`src/rtl/pipeline_hazard_ctrl_pkg.sv`:
```
// Shared definitions for the RV32I hazard controller: FSM state codes,
// forwarding-select codes, the stage control bundle and the forwarding helper.
package pipe_ctrl_defs;

  typedef enum logic [1:0] {
    ST_RUN      = 2'd0,
    ST_MEM_WAIT = 2'd1,
    ST_FAULT    = 2'd2
  } state_e;

  localparam logic [1:0] FWD_RF = 2'b00;  // operand from register file
  localparam logic [1:0] FWD_M  = 2'b10;  // operand from M-stage ALU result
  localparam logic [1:0] FWD_W  = 2'b01;  // operand from W-stage result

  // Enables and clears for every pipeline register, as one bundle.
  typedef struct packed {
    logic en_f;
    logic en_d;
    logic en_e;
    logic en_m;
    logic en_w;
    logic clr_d;
    logic clr_e;
  } ctrl_t;

  localparam ctrl_t CTRL_FLOW = '{en_f: 1'b1, en_d: 1'b1, en_e: 1'b1, en_m: 1'b1,
                                  en_w: 1'b1, clr_d: 1'b0, clr_e: 1'b0};

  // Forwarding select for one E-stage source; the younger M result wins over W,
  // and x0 is never forwarded because it always reads as zero.
  function automatic logic [1:0] fwd_sel(input logic       regwrite_m,
                                         input logic [4:0] rd_m,
                                         input logic       regwrite_w,
                                         input logic [4:0] rd_w,
                                         input logic [4:0] rs);
    if (regwrite_m && (rd_m != 5'd0) && (rd_m == rs))      return FWD_M;
    else if (regwrite_w && (rd_w != 5'd0) && (rd_w == rs)) return FWD_W;
    else                                                   return FWD_RF;
  endfunction

endpackage

```
`src/rtl/pipeline_hazard_ctrl_sat_counter.sv`:
```
// Saturating up-counter: increments on inc, holds at all-ones.
module sat_counter #(
  parameter int W = 16
) (
  input  logic         clk,
  input  logic         rst_n,
  input  logic         inc,
  output logic [W-1:0] cnt
);

  localparam logic [W-1:0] ONE = {{(W-1){1'b0}}, 1'b1};

  // Count events, sticking at the maximum instead of wrapping.
  always_ff @(posedge clk or negedge rst_n) begin
    if (!rst_n)                     cnt <= '0;
    else if (inc && (cnt != '1))    cnt <= cnt + ONE;
  end

endmodule

```
`src/rtl/pipeline_hazard_ctrl.sv`:
```
// Hazard/sequencing controller for the 5-stage RV32I pipeline.
// Produces stage enables/clears, E-stage forwarding selects, a sticky
// data-memory timeout fault and two saturating performance counters.
module pipeline_hazard_ctrl
  import pipe_ctrl_defs::*;
#(
  parameter int CNT_W       = 16,
  parameter int MEM_TIMEOUT = 64
) (
  input  logic             clk,
  input  logic             rst_n,
  input  logic [4:0]       rs1_d,
  input  logic [4:0]       rs2_d,
  input  logic [4:0]       rs1_e,
  input  logic [4:0]       rs2_e,
  input  logic [4:0]       rd_e,
  input  logic [4:0]       rd_m,
  input  logic [4:0]       rd_w,
  input  logic             load_e,
  input  logic             regwrite_m,
  input  logic             regwrite_w,
  input  logic             pcsrc_e,
  input  logic             dmem_req_m,
  input  logic             dmem_ready,
  output logic             en_f,
  output logic             en_d,
  output logic             en_e,
  output logic             en_m,
  output logic             en_w,
  output logic             clr_d,
  output logic             clr_e,
  output logic [1:0]       fwd_a_e,
  output logic [1:0]       fwd_b_e,
  output logic             mem_fault,
  output logic [CNT_W-1:0] stall_cnt,
  output logic [CNT_W-1:0] flush_cnt
);

  localparam int WCNT_W = (MEM_TIMEOUT > 2) ? $clog2(MEM_TIMEOUT) : 1;
  localparam logic [WCNT_W-1:0] WCNT_LAST = WCNT_W'(MEM_TIMEOUT - 1);
  localparam logic [WCNT_W-1:0] WCNT_ONE  = WCNT_W'(1);

  state_e            r_state, w_state_nxt;
  logic [WCNT_W-1:0] r_wcnt,  w_wcnt_nxt;
  logic              w_lu, w_mw, w_flush;
  ctrl_t             w_ctrl;

  // Hazard detection: load-use against D sources, and an unfinished dmem access in M.
  always_comb begin
    w_lu = load_e && (rd_e != 5'd0) && ((rd_e == rs1_d) || (rd_e == rs2_d));
    w_mw = dmem_req_m && !dmem_ready;
  end

  // Forwarding selects; forced to register-file while reset is held.
  always_comb begin
    fwd_a_e = FWD_RF;
    fwd_b_e = FWD_RF;
    if (rst_n) begin
      fwd_a_e = fwd_sel(regwrite_m, rd_m, regwrite_w, rd_w, rs1_e);
      fwd_b_e = fwd_sel(regwrite_m, rd_m, regwrite_w, rd_w, rs2_e);
    end
  end

  // Priority mux FAULT > mem wait > taken branch > load-use > free flow.
  // A mem wait holds E, so any branch or load-use there is re-seen after release.
  always_comb begin
    w_ctrl  = CTRL_FLOW;
    w_flush = 1'b0;
    if (!rst_n) begin
      w_ctrl = CTRL_FLOW;
    end else if (r_state == ST_FAULT) begin
      w_ctrl = '0;
    end else if (w_mw) begin
      // W keeps moving so the instruction ahead of M retires; the datapath
      // gates W regwrite while M is held, so W sees a bubble.
      w_ctrl.en_f = 1'b0;
      w_ctrl.en_d = 1'b0;
      w_ctrl.en_e = 1'b0;
      w_ctrl.en_m = 1'b0;
    end else if (pcsrc_e) begin
      // Wrong-path instructions in D and E are squashed, which also kills
      // any load-use hazard the D instruction would have raised.
      w_ctrl.clr_d = 1'b1;
      w_ctrl.clr_e = 1'b1;
      w_flush      = 1'b1;
    end else if (w_lu) begin
      w_ctrl.en_f  = 1'b0;
      w_ctrl.en_d  = 1'b0;
      w_ctrl.clr_e = 1'b1;
    end
  end

  always_comb begin
    en_f      = w_ctrl.en_f;
    en_d      = w_ctrl.en_d;
    en_e      = w_ctrl.en_e;
    en_m      = w_ctrl.en_m;
    en_w      = w_ctrl.en_w;
    clr_d     = w_ctrl.clr_d;
    clr_e     = w_ctrl.clr_e;
    mem_fault = (r_state == ST_FAULT);
  end

  // Next state: count consecutive wait cycles; the last allowed one with the
  // access still pending trips the fault. Ready releases in the same cycle.
  always_comb begin
    w_state_nxt = r_state;
    w_wcnt_nxt  = r_wcnt;
    case (r_state)
      ST_RUN: begin
        if (w_mw) begin
          w_state_nxt = ST_MEM_WAIT;
          w_wcnt_nxt  = WCNT_ONE;
        end else begin
          w_wcnt_nxt  = '0;
        end
      end
      ST_MEM_WAIT: begin
        if (!w_mw) begin
          w_state_nxt = ST_RUN;
          w_wcnt_nxt  = '0;
        end else if (r_wcnt == WCNT_LAST) begin
          w_state_nxt = ST_FAULT;
        end else begin
          w_wcnt_nxt  = r_wcnt + WCNT_ONE;
        end
      end
      ST_FAULT: begin
        w_state_nxt = ST_FAULT;
      end
      default: begin
        w_state_nxt = ST_RUN;
        w_wcnt_nxt  = '0;
      end
    endcase
  end

  // FSM state and wait counter; reset returns to RUN from anywhere.
  always_ff @(posedge clk or negedge rst_n) begin
    if (!rst_n) begin
      r_state <= ST_RUN;
      r_wcnt  <= '0;
    end else begin
      r_state <= w_state_nxt;
      r_wcnt  <= w_wcnt_nxt;
    end
  end

  sat_counter #(.W(CNT_W)) u_stall_cnt (
    .clk   (clk),
    .rst_n (rst_n),
    .inc   (!w_ctrl.en_f),
    .cnt   (stall_cnt)
  );

  sat_counter #(.W(CNT_W)) u_flush_cnt (
    .clk   (clk),
    .rst_n (rst_n),
    .inc   (w_flush),
    .cnt   (flush_cnt)
  );

endmodule
```
`config.mk`:
```
export PLATFORM = sky130hd
export DESIGN_NAME = pipeline_hazard_ctrl
export DESIGN_NICKNAME = d
export VERILOG_FILES = /design/src/rtl/pipeline_hazard_ctrl_pkg.sv /design/src/rtl/pipeline_hazard_ctrl_sat_counter.sv /design/src/rtl/pipeline_hazard_ctrl.sv
export SDC_FILE = /design/constraint.sdc
export NUM_CORES = 1
export LEC_CHECK = 0
export CORE_MARGIN = 4
export CORE_UTILIZATION = 46
export CTS_CLUSTER_DIAMETER = 50
export CTS_CLUSTER_SIZE = 28
export DETAILED_ROUTE_END_ITERATION = 6
export PLACE_DENSITY = 0.8
export SLEW_MARGIN = 5
export SYNTH_ARGS = -nofsm -noshare
export SYNTH_HDL_FRONTEND = slang
export SYNTH_HIERARCHICAL = 1
export SYNTH_SLANG_ARGS = --single-unit
```
`constraint.sdc`:
```
create_clock -name clk -period 2.5 [get_ports clk]
set_input_delay 0.5 -clock clk [delete_from_list [all_inputs] [get_ports clk]]
set_output_delay 0.5 -clock clk [all_outputs]
set_load 0.02 [all_outputs]
```
After elaboration in Yosys (flattened, before gate mapping)
Index checks and enable logic that the tools add are counted.
- ROM bits: 0
- output and inout port bits: 44
- bits in latches: 0
- memories kept: 0
- input bits: 43
- RAM bits: 0
- logic and storage cells: 71
- bits in registers: 40
- reduce and logical (&&, ||, !) cells: 20
- bitwise logic cells: 1
- magnitude comparators: 0
- divide/modulo/power cells: 0
- multiplexer cells: 29
- shift-type cells: 0
- multipliers: 0
- add/sub/neg operators: 3
- eq/ne operators: 14
- operators with widths (cell ; count):
    $add 16x1->16 const B ; 2
    $ne 16x16->1 const B ; 2
    $eq 5x5->1 ; 6
    $mux 2 ; 13
    $pmux 6 s3 ; 1
    $reduce_bool 5->1 ; 3
    $mux 6 ; 2
    $logic_and 1x1->1 ; 11
    $mux 1 ; 10
    $mux 7 ; 1
    $add 6x1->6 const B ; 1
    $eq 6x6->1 const B ; 1
    $ne 3x3->1 const B ; 2
    $pmux 2 s3 ; 1
    $mux 4 ; 1
    $reduce_and 2->1 ; 2
    $eq 2x1->1 const B ; 1
    $eq 2x2->1 const B ; 1
    $logic_not 1->1 ; 2
    $logic_not 2->1 ; 1
    $ne 2x2->1 const B ; 1
    $logic_or 1x1->1 ; 1
    $not 1->1 ; 1

Logic depth before layout (Yosys ltp)
Gate-level depths: netlist of run 1.
- depth after elaboration: 10
- gate-level depth with buffers: 9
- gate-level depth less buffers: 9

By module
The synthesis of run 1 kept the hierarchy.
- modules (own cells, without submodules) (module ; area each (um2) ; times used ; seq. area each (um2) ; cells an instance):
    sat_counter ; 859.6 ; 2 ; 400.4 ; 72
    pipeline_hazard_ctrl ; 888.4 ; 1 ; 200.2 ; 103

Worst setup path before layout of run 1
Ideal clock, no wire load.
- path kind: input to register
- from: input rd_e[3]
- to: register u_stall_cnt.cnt[14]
- slack: 0.149 ns
- setup time: 0.132 ns
- data arrival time: 2.219 ns
- required time: 2.368 ns
- buffers on the path: 0
- stages on the path: 8
- path through: xor2_1 -> nor3_1 -> a22oi_1 -> o31ai_1 -> nand2_1 -> nor4_4 -> nand4_1 -> xnor2_1
- longest elaborated chain between the ends: 10
- elaborated cells on any way between the ends: 13
- those cells by class: eq/ne (2); mux (5); reduce/logical (6)
- RTL lines (item ; RTL line ; RTL):
    from (decl) ; pipeline_hazard_ctrl.sv:16 ; input logic [4:0] rd_e,
    $eq 5x5->1 or $reduce_bool 5->1 (tied branches) ; pipeline_hazard_ctrl.sv:50 ; w_lu = load_e && (rd_e != 5'd0) && ((rd_e == rs1_d) || (rd_e == rs2_d));
    $logic_or 1x1->1 or $logic_and 1x1->1 (tied branches) ; pipeline_hazard_ctrl.sv:50 ;
    $logic_and 1x1->1 (*) ; pipeline_hazard_ctrl.sv:50 ;
    $mux 2 (*) ; pipeline_hazard_ctrl.sv:86 ; end else if (w_lu) begin
    $mux 2 (*) ; pipeline_hazard_ctrl.sv:80 ; end else if (pcsrc_e) begin
    $mux 2 (*) ; pipeline_hazard_ctrl.sv:73 ; end else if (w_mw) begin
    $mux 4 (*) ; pipeline_hazard_ctrl.sv:71 ; end else if (r_state == ST_FAULT) begin
    $mux 7 (*) ; pipeline_hazard_ctrl.sv:69 ; if (!rst_n) begin
    $logic_not 1->1 (*) ; pipeline_hazard_ctrl.sv:152 ; .inc (!w_ctrl.en_f),
    $logic_and 1x1->1 (*) ; pipeline_hazard_ctrl_sat_counter.sv:16 ; else if (inc && (cnt != '1)) cnt <= cnt + ONE;
    to (signal assigned) ; pipeline_hazard_ctrl_sat_counter.sv:16 ;
    to (decl) ; pipeline_hazard_ctrl_sat_counter.sv:8 ; output logic [W-1:0] cnt
Mark *: on every way between the ends. The rest lies on a longest branch, timed or not.
A chain may end at the register's enable or synchronous reset.

Worst setup path after layout of run 1
- from: input regwrite_w
- to: output fwd_b_e[0]
- longest elaborated chain between the ends: 5
- RTL lines (item ; RTL line ; RTL):
    from (decl) ; pipeline_hazard_ctrl.sv:21 ; input logic regwrite_w,
    $logic_and 1x1->1 (2 in series) ; pipeline_hazard_ctrl_pkg.sv:37 ; else if (regwrite_w && (rd_w != 5'd0) && (rd_w == rs)) return FWD_W;
    $mux 1 ; pipeline_hazard_ctrl_pkg.sv:37 ;
    $mux 2 ; pipeline_hazard_ctrl_pkg.sv:36 ; if (regwrite_m && (rd_m != 5'd0) && (rd_m == rs)) return FWD_M;
    $mux 2 ; pipeline_hazard_ctrl.sv:58 ; if (rst_n) begin
    to (decl) ; pipeline_hazard_ctrl.sv:33 ; output logic [1:0] fwd_b_e,
Every way passes these cells.

==> impl_metrics.toml, run 1 <==
[placement]
dpl_cell_area_sq_um = 3780
routabilityCongestion = 0.820
dp_hpwl_um = 5410
io_buffers = 86
placed_cells = 435
pre_cts_ws_ps = -638

[cells_and_area]
finalInstanceArea_sq_um = 3960
final_nets = 420
nFillCells = 440
drive_above_1_share = 0.235
multi_input_area_sq_um = 1660
antenna_cells = 0
syn2layout_area_growth_pct = 51.7
final_util = 0.718
regArea_sq_um = 1000
final_cell_count_no_fill = 447

[synth]
syn_nets = 293
synth_cell_type_count = 47
synth_cells = 247
synthMuxAreaShare = 0.0125
synth-compound-area-share = 0.127
syn_avg_cell_area_sq_um = 10.6
ys_seq_elements = 40
synth_top_family_by_area = "simple AND/OR/NAND/NOR gates"
synth.cell_area_sq_um = 2610
synthAdderAreaFrac = 0.0144
synthFlopType = "dfrtp_1"
seq_area_frac_synth = 0.384
synthXorXnorAreaFrac = 0.165
synth_enable_flop_cells = 0
synthArstFlopShare = 1.00
yosys.area_share.simple = 0.289
ys_warn_count = 6

[power_and_ir_drop]
irDropWorstVdd_mv = 0.508
leakagePower_nw = 1.74
powerDensity_nw_per_um2 = 492

[route]
drtIter0Drc = 73
drcViolationCount = 0
wire_per_inst_um = 16.3
ant_nets = 0
viasPerCell = 5.61
vias = 2506
drt_first_pass_iters = 6
drt_wl_total_um = 7280

[clock_tree]
insertion_delay_ps = 290
cts_num_sinks = 40
cts_buffers = 5
clock_path_buffers = 2
cts_tree = "yes"
clk_pin_slew_ps = 70
cts_max_level = 2
cts_root_buffer = "clkbuf_8"

[sta]
fmax_mhz = 409
finalCriticalPeriod_ps = 2450
slew_viol_final = 0
setup_viol = 0
layout_setup_ws_ps = 52.4
slew_headroom = 0.640
tns_ps = 0
period_share = 0.979
finalHoldViolations = 0
rsz0062_at_grt = "yes"
tightest_slew_ps = 541
finalClockSkew_ps = 2.73

[setup_path]
cp.required_ps = 2000
crit_fanout = 2
crit_path_end_kind = "output port"
reg2reg_depth = 11
crit_path_start_kind = "input port"
critPathArrivalTime_ps = 1950
path_class = "in -> out"

[global_route]
grt_use_total = 0.209
grt-ovfl-total = 0
grt_max_degree = 42
grt_first_pass_wirelength_um = 12000
antenna_found_initial = 0
grt_pass1_vias = 2524

[floorplan]
io_pins = 87
core.rowCount = 27
start_util = 0.474
die_area_sq_um = 6940
die_x_um = 83.3
dieHeight_um = 83.3
coreArea_sq_um = 5510

[hold_path]
hold_path_class = "in -> async"

[status]
status = "completed"

[flow_run]
max_cap_violations = 0
==> cell type report <==
class | instances | area share
Multi-Input combinational cell | 203 | 0.420
Timing Repair Buffer | 122 | 0.278
Sequential cell | 40 | 0.253
Tap cell | 72 | 0.0228
Clock buffer | 6 | 0.0209
Clock inverter | 2 | 0.00253
Inverter | 2 | 0.00190
==> synth_stat cells (all sizes together), types with 2 or more instances <==
cell type   n  share of area
and3        5          0.012
mux2        2         0.0086
o21ai       4         0.0091
nor2       15          0.024
nand2b      2         0.0048
or4         4          0.013
and2        4         0.0096
nor3        5          0.013
a21oi      10          0.019
nor4        8          0.047
o2111ai     2         0.0067
inv         2         0.0029
nand3      16          0.040
nand4      21          0.067
a31oi       6          0.014
nand2      11          0.016
o211ai      4          0.012
buf         2         0.0058
xnor2      17          0.057
and4        6          0.023
o21a       10          0.029
a32oi       2         0.0067
and4b       3          0.012
xor2       32           0.11
o31ai       3          0.019
ha          3          0.014
dfrtp      40           0.38
==> timing repair <==
item                                    4_1_cts  5_1_grt
setup buffers                                 1        3
endpoints found under the setup margin       18       16
resized for setup                            56       25
hold endpoints to repair                      0        0
pin swaps                                     8       11
hold buffers                                  0        0
==> report_power, final <==
group	total, mW	leakage (nW)	internal, mW	switching (mW)
clock network	0.449	0.0510	0.220	0.228
logic	0.634	1.15	0.322	0.312
registers	0.864	0.541	0.724	0.140
total	1.95	1.74	1.27	0.680
==> logic make-up after synthesis <==
family / count (synthesis)
flip-flops: 40
buffers and inverters: 4
XOR/XNOR: 49
AND/OR/NAND/NOR: 103
multiplexers: 3
AO/OA/AOI/OAI: 45
adder cells (fa/ha/maj): 3
==> sequential cells by signal, summed over array words and instances (netlist names) <==
signal           flops
u_flush_cnt/cnt     16
u_stall_cnt/cnt     16
r_wcnt               6
r_state              2
==> final timing paths <==
kind                                 start                   to  slack (ps)
worst max-delay path            regwrite_w           fwd_b_e[0]          50
worst min-delay path                 rst_n            r_wcnt[2]         380
worst max register to register  r_state[0]  u_stall_cnt/cnt[15]         380
worst min register to register  r_state[0]           r_state[0]         510
max in group asynchronous            rst_n  u_stall_cnt/cnt[14]        1840
min in group clk                r_state[0]           r_state[0]         510
==> metal layers <==
metal	track usage	share of wire	wire length [um]
met5	0	0	0
met4	0.0609	0.014	104
met3	0.0486	0.053	386
met2	0.367	0.52	3780
met1	0.255	0.41	3010
==> worst max-delay path, cell delays in order <==
cell             delay, ps
clkdlybuf4s50_1        460
o211ai_1                90
or4_4                  450
nor4_4                 270
buf_4                  180
==> cell usage in the layout (no fill, tap or decap), types with 6 or more instances in the layout <==
| master | Yosys | routed |
|---|---|---|
| dlymetal6s2s_1 | 0 | 7 |
| nand2_1 | 11 | 11 |
| nand4_1 | 17 | 17 |
| buf_4 | 2 | 36 |
| clkbuf_8 | 0 | 6 |
| o21a_1 | 10 | 10 |
| nor2_1 | 13 | 13 |
| a21oi_1 | 10 | 9 |
| nand3_1 | 14 | 14 |
| dlygate4sd2_1 | 0 | 14 |
| a31oi_1 | 6 | 6 |
| xnor2_1 | 17 | 17 |
| nor4_4 | 4 | 7 |
| dfrtp_1 | 40 | 40 |
| xor2_1 | 32 | 32 |
| clkdlybuf4s50_1 | 0 | 54 |
==> stage by stage <==
stage | hold WS, ps | total power [mW]
floorplan | 204 | 1.13
global placement | 475 | 1.48
detailed placement | 486 | 1.50
CTS | 445 | 1.95
global route | 410 | 2.05
finish | 376 | 1.95
Power figures use the tool's default switching activity.
==> run 2, diff against run 1 <==
--- a/config.mk
+++ b/config.mk
@@ -5,7 +5,7 @@
 export SDC_FILE = /design/constraint.sdc
 export NUM_CORES = 1
 export LEC_CHECK = 0
-export CORE_MARGIN = 4
+export CORE_MARGIN = 1
 export CORE_UTILIZATION = 46
 export CTS_CLUSTER_DIAMETER = 50
 export CTS_CLUSTER_SIZE = 28
==> impl_metrics.toml, run 2 (synthesis gave the netlist of run 1 again) <==
[status]
status = "completed"

[clock_tree]
cts_root_buffer = "clkbuf_8"
clk_pin_slew_ps = 70
hold_buffers = 0
insertion_delay_ps = 290
cts_buffers = 5
clock_path_buffers = 2
cts_max_level = 2
cts_tree = "yes"
cts_num_sinks = 40

[placement]
pre_cts_ws_ps = -634
placed_cells = 440
dp_hpwl_um = 5280
routabilityCongestion = 0.814
dpl_cell_area_sq_um = 3820
io_buffers = 86

[global_route]
grt_use_total = 0.239
grt_first_pass_wirelength_um = 11200
antenna_found_initial = 0
grt-ovfl-total = 0
grt_max_degree = 33
grt_pass1_vias = 2395

[sta]
setup_viol = 0
layout_setup_ws_ps = 39.0
period_share = 0.984
rsz0062_at_grt = "yes"
tns_ps = 0
whs_ps = 173
slew_viol_final = 0
finalCriticalPeriod_ps = 2460
tightest_slew_ps = 472
fmax_mhz = 406
finalHoldViolations = 0
slew_headroom = 0.685
finalClockSkew_ps = 10.4

[route]
wire_per_inst_um = 15.3
drtIter0Drc = 96
drcViolationCount = 0
drt_wl_total_um = 6900
vias = 2509
ant_nets = 0
drt_first_pass_iters = 6
viasPerCell = 5.58

[floorplan]
coreArea_sq_um = 5470
start_util = 0.476
die_x_um = 77.3
dieHeight_um = 77.3
core.rowCount = 27
die_area_sq_um = 5970
io_pins = 87

[power_and_ir_drop]
irDropWorstVdd_mv = 0.411
leakagePower_nw = 1.73
powerDensity_nw_per_um2 = 485

[cells_and_area]
syn2layout_area_growth_pct = 51.6
layout_commonest_cell = "clkdlybuf4s50_1"
nFillCells = 414
reg_top3 = "u_flush_cnt/cnt: 16 flops, u_stall_cnt/cnt: 16 flops, r_wcnt: 6 flops"
regArea_sq_um = 1000
multi_input_area_sq_um = 1660
finalInstanceArea_sq_um = 3950
final_cell_mix = "clkdlybuf4s50_1 (55), dfrtp_1 (40), buf_4 (39), xor2_1 (32), nand4_1 (17)"
antenna_cells = 0
final_nets = 423
drive_above_1_share = 0.241
final_cell_count_no_fill = 450

[flow_run]
max_cap_violations = 0

[setup_path]
r2r-start = "r_state[0]"
crit_path_end_kind = "output port"
reg2reg_depth = 11
critPathArrivalTime_ps = 1960
cp.required_ps = 2000
reg2reg_slack_ps = 320
crit_fanout = 2
r2r-end = "u_stall_cnt/cnt[14]"
path_class = "in -> out"
crit_path_start_kind = "input port"

[hold_path]
hold_path_class = "in -> async"
==> run 2: repair_timing <==
action	in CTS	in global routing
setup buffers	0	2
pin swaps	10	10
setup endpoints to repair	12	19
gates resized for setup	63	17
==> run 2: area by class of cell <==
cell class,instances,share of cell area
inverters,2,0.00190
multi-input cells,203,0.420
flip-flops and latches,40,0.253
clock inverters,1,0.00222
well taps,72,0.0228
repair buffers,125,0.281
clock buffers,7,0.0193
==> run 2: worst max-delay path by stage <==
stage	start	endpoint	slack, ps	cells past startpoint
floorplan	rd_e[3]	u_stall_cnt/cnt[14]	150	8
global placement	rd_m[1]	fwd_b_e[0]	-570	6
detailed placement	rd_m[1]	fwd_a_e[0]	-630	6
CTS	rd_w[4]	fwd_a_e[0]	4	6
global route	rs2_d[4]	u_stall_cnt/cnt[14]	-30	10
finish	rd_w[3]	fwd_b_e[0]	40	6
==> run 2: critical path: stages <==
cell           delay (ps)
dlygate4sd2_1         240
buf_4                 140
xor2_1                150
or4_4                 540
nor4_2                210
buf_4                 180
==> run 2: per-layer routing <==
layer  up-vias  track usage  part of all wire
met1      1240        0.281              0.43
li1       1199            -                 -
met5         -            0                 0
met3         4       0.0440             0.036
met2        66        0.448              0.53
met4         0       0.0453            0.0043
==> run 2: power by group <==
| group | total (mW) | switching [mW] | internal (mW) |
|---|---|---|---|
| Clock | 0.418 | 0.218 | 0.199 |
| Sequential | 0.870 | 0.146 | 0.724 |
| Combinational | 0.631 | 0.307 | 0.323 |
| Total | 1.92 | 0.672 | 1.25 |
==> run 2: through the flow <==
step                total power [mW]   util
global route                    2.03  0.722
CTS                             1.93  0.716
detailed placement              1.50  0.697
floorplan                       1.13      -
global placement                1.48  0.697
finish                          1.92  0.722
